## config.mk

```make
export PLATFORM = sky130hd
export DESIGN_NAME = pipeline_rr_scheduler
export DESIGN_NICKNAME = d
export VERILOG_FILES = /design/src/rtl/pipeline_rr_scheduler.sv
export SDC_FILE = /design/constraint.sdc
export NUM_CORES = 1
export LEC_CHECK = 0
export BUFFER_PORTS_ARGS = -buffer_cell sky130_fd_sc_hd__buf_4
export CORE_AREA = 2 2 99 101
export DETAILED_ROUTE_END_ITERATION = 12
export DIE_AREA = 0 0 101 103
export PLACE_DENSITY = 0.75
export SYNTH_ARGS = -nofsm -noshare
export SYNTH_HDL_FRONTEND = slang
export SYNTH_SLANG_ARGS = --single-unit
```

## constraint.sdc

```tcl
create_clock -name clk -period 7.51 [get_ports clk]
set_input_delay 1.1265 -clock clk [delete_from_list [all_inputs] [get_ports clk]]
set_output_delay 1.1265 -clock clk [all_outputs]
set_load 0.005 [all_outputs]
```

## src/rtl/pipeline_rr_scheduler.sv

```systemverilog
// Round-robin front end that shares one external 3-stage arithmetic pipeline between NREQ requesters.
// A valid/ID tag shift register follows each issue so that every result comes back with the ID of its requester.
module pipeline_rr_scheduler #(
  parameter int unsigned N    = 10,
  parameter int unsigned NREQ = 4,
  parameter int unsigned IDW  = 2,
  parameter int unsigned LAT  = 3
) (
  input  logic              clk,
  input  logic              rst_n,
  input  logic              en,
  input  logic [NREQ-1:0]   req_valid,
  output logic [NREQ-1:0]   req_ready,
  input  logic [NREQ*N-1:0] req_a,
  input  logic [NREQ*N-1:0] req_b,
  input  logic [NREQ*N-1:0] req_c,
  input  logic [NREQ*N-1:0] req_d,
  output logic [N-1:0]      pipe_a,
  output logic [N-1:0]      pipe_b,
  output logic [N-1:0]      pipe_c,
  output logic [N-1:0]      pipe_d,
  input  logic [N-1:0]      pipe_f,
  output logic              rsp_valid,
  output logic [IDW-1:0]    rsp_id,
  output logic [N-1:0]      rsp_f,
  output logic              busy,
  output logic [15:0]       issue_cnt
);

  localparam int unsigned CNTW = 16;

  logic [IDW-1:0] ptr;
  logic [IDW-1:0] win;
  logic           issue;
  logic [LAT-1:0] tag_v;
  logic [IDW-1:0] tag_id [LAT];

  // Search from ptr upward and grant the first valid requester; nothing is granted while held in reset.
  always_comb begin
    req_ready = '0;
    win       = '0;
    issue     = 1'b0;
    for (int unsigned off = 0; off < NREQ; off++) begin
      if (!issue && en && rst_n && req_valid[IDW'((32'(ptr) + off) % NREQ)]) begin
        issue = 1'b1;
        win   = IDW'((32'(ptr) + off) % NREQ);
      end
    end
    if (issue) req_ready[win] = 1'b1;
  end

  // Operand mux; all-zero when no grant is made.
  always_comb begin
    pipe_a = '0;
    pipe_b = '0;
    pipe_c = '0;
    pipe_d = '0;
    for (int unsigned i = 0; i < NREQ; i++) begin
      if (req_ready[i]) begin
        pipe_a = req_a[i*N +: N];
        pipe_b = req_b[i*N +: N];
        pipe_c = req_c[i*N +: N];
        pipe_d = req_d[i*N +: N];
      end
    end
  end

  // Pointer, issue counter, and the tag pipe. The tag pipe shifts on every edge, even when en is low.
  always_ff @(posedge clk or negedge rst_n) begin
    if (!rst_n) begin
      ptr       <= '0;
      issue_cnt <= '0;
      tag_v     <= '0;
      for (int unsigned i = 0; i < LAT; i++) tag_id[i] <= '0;
    end else begin
      if (issue) begin
        ptr       <= IDW'((32'(win) + 32'd1) % NREQ);
        issue_cnt <= issue_cnt + CNTW'(1);
      end
      tag_v[0]  <= issue;
      tag_id[0] <= win;
      for (int unsigned i = 1; i < LAT; i++) begin
        tag_v[i]  <= tag_v[i-1];
        tag_id[i] <= tag_id[i-1];
      end
    end
  end

  assign rsp_valid = tag_v[LAT-1];
  assign rsp_id    = tag_id[LAT-1];
  assign rsp_f     = pipe_f;
  assign busy      = issue | (|tag_v);

endmodule
```

==> summary.md <==
| Metric | Value |
|---|---|
| Area added between synthesis and finish | 68.2% |
| Finished Cell Area | 4260 um^2 |
| Clk slew on worst S/H paths | roughly 0.090 ns |
| Final setup vio count | 0 |
| Hold Crit Class | flip-flop to flip-flop |
| Nets | about 700 |
| CP peak stage delay | 0.75 ns |
| Via Count | 3,372 |
| Clock skew | between 0.002 and 0.003 ns |
| Status | complete, no violations |
| RSZ-0062 raised after global routing | false |
| Fin Setup TNS | 0 ns |
| Crit-path cells | buf_4, nand2_1, nor3_1, a22o_1, ha_2, inv_1, and3_1, a21oi_1, a211oi_1, buf_4 |
| Vias in the first global route | slightly above 3k |
| Wire per inst | 18.6 um |
| Vias/cell | 5.32 |
| Clock Sink Count | 27 |
| Worst vdd rail ir drop | ~0.000076 V |
| CP endpoint kind | output port |
| Routed Antenna Nets | 0 |
| Number of H-tree levels | 1 |
| Core area | 9460 um^2 |
| Final setup margin | roughly 1.7 ns |
| I/O pin cnt | 251 |
| Hold buffers post-CTS | 0 |
| P_leak | 0.00218 uW |
| Die ar. | 10,400 um^2 |
| RePlAce Congestion | 0.808 |
| Die X | 101 um |
| Post-Syn Instances | 325 |
| Worst Max-Slew Pin Slew | 1.07 ns |
| Critical path arrival | 4.73 ns |
| Netlist Area Pre-Place | 2530 um^2 |
| Initial DRT Pass Iterations | 4 |
| Setup CP Type | primary input to output port |
| Pins Over Slew Limit | 0 |
| DRT iter0 DRCs | 142 |
| Slowest cell on crit path | ha_2 |
| Post-Syn Nets | 507 |
| Synth warnings | 0 |
| DR DRC count | 0 |
| Setup WS pre-CTS | ~1.7 ns |
| Antenna Cells | 0 |
| Layout filler cell count | between 900 and 1k |
| F_max | between 150 and 200 MHz |
| WP data required | around 6.4 ns |
| I/O Buffers | 230 |
| Drt total wl | 11.8 mm |
| Placed inst area | 4220 um^2 |
| Tot GR Track Use | 20.2% |
| Setup Buffers After CTS | 0 |
| Slew HR | 28.5% |
| CP max FO | 42 |
| Deepest clock path buffer count | 2 |
| Most common cell after layout, fill and taps aside | buf_4 |
| Syn_area_per_cell | 7.80 um^2 |
| Predominant post-synthesis flop cell | dfrtp_1 |
| Cell area power density | roughly 180 nW/um^2 |
| Unique masters post-synth | 38 |
| Total CTS buffers | 3 |
| Register area share after synthesis | a little over a quarter |
| Later-pin clock latency in the skew report | around 0.27 ns |
| Layout cells sized above 1 | 47.5% |
| Min cycle time layout | 5.85 ns |
| First-pass GRT wire length | approximately 16 mm |
| Antenna violations before repair | 0 |
| Commonest non-fill, non-tap cells in the layout | 234 x buf_4, 40 x and3_1, 40 x o22ai_1, 40 x a211oi_1, 39 x a21oi_1 |
| Resized cells post-CTS | 0 |
| Worst path most repeated cell | buf_4 |
| Max Cap Violations | 0 |
| GR Overflow Total | 0 |
| Period Utilization, post-route | 78.0% |
| CTS tree | built |
| Post-synth ARST share | 100% |
| # rows | 36 |
| Flops & latches, synth | 27 |
| HPWL after DPL | 9.60 mm |
| Post-synth EDFFs | 0 |
| Finished Core Util | 45.1% |
| Hold_ws | 0.356 ns |
| Die Height | about 100 um |
| Startpoint Class | primary input |
| Root buf cell | clkbuf_8 |
| Initial Util | 26.8% |
| Largest net degree at the start of global routing | 43 |
| Final Hold Viols | 0 |
## worst paths after layout
path	start	endpoint	slack, ns	cells after the start
max in group asynchronous	rst_n	issue_cnt[5]	6.49	1
min in group asynchronous	rst_n	tag_v[2]	0.76	1
max reg2reg	ptr[1]	ptr[1]	5.23	7
max	rst_n	pipe_c[0]	1.66	10
min	tag_id[4]	tag_id[2]	0.36	0
min reg2reg	tag_id[4]	tag_id[2]	0.36	0
## cell usage after synthesis (all sizes together) (4+ instances only)
cell     n  area share [%]
a21oi   40             8.0
inv     11             1.6
a22oi    4             1.2
o22ai   40             9.9
ha       5             2.5
nand2   11             1.6
nor2    11             1.6
and3    40             9.9
buf     19             5.3
dfrtp   27              27
nor3    10             2.0
xor2    12             4.1
clkbuf  24             3.6
a211oi  40              12
## power breakdown
part / leakage [uW] / switching [uW] / internal [uW]
Clock: 0.0000228 / 42.6 / 38.0
Combinational: 0.00181 / 228 / 237
Sequential: 0.000345 / 41.5 / 178
## layer usage
layer | vias up | track usage, % | part of all wire (%)
met3 | 17 | 5.49 | 8.4
met2 | 171 | 34.3 | 51
met1 | 1567 | 25.8 | 39
met5 | - | 0 | 0
li1 | 1617 | - | -
met4 | 0 | 4.37 | 2.0
## flip-flops by register name, indices dropped and copies added (netlist names)
signal / cells
tag_v: 3
tag_id: 4
ptr: 2
rsp_id: 2
issue_cnt: 16
## metrics by stage
stage / total power [uW] / instances
2_1_floorplan: 472 / 325
3_3_place_gp: 676 / 630
3_5_place_dp: 688 / 630
4_1_cts: 770 / 634
5_1_grt: 825 / 634
6_report: 765 / 634
## critical path: cells and delay by family
| family | cells | cell delay, ns |
|---|---|---|
| adders and majority gates | 1 | 0.75 |
| buffers and inverters | 3 | 1.18 |
| AOI/OAI and AO/OA | 3 | 0.65 |
| and+or+nand+nor | 3 | 0.97 |
## cells by family (layout without fill, tap and decap cells)
kind of cell,count (synthesis),after routing,synth area share [%]
AND/OR/NAND/NOR,85,85,18.6
flip-flops,27,27,26.7
adder cells (fa/ha/maj),6,6,2.86
buffers and inverters,55,250,10.7
XOR/XNOR,15,15,5.18
multiplexers,3,3,1.28
AO/OA/AOI/OAI,134,134,34.7
## final cells by class
class	instances	area, um^2	area share, %
timing repair buffer	234	1760	41.2
multi-input combinational	243	1600	37.5
inverter	12	45.0	1.06
sequential	27	676	15.8
clock buffer	4	45.0	1.06
tap	114	143	3.35
Power figures use the tool's default switching activity.
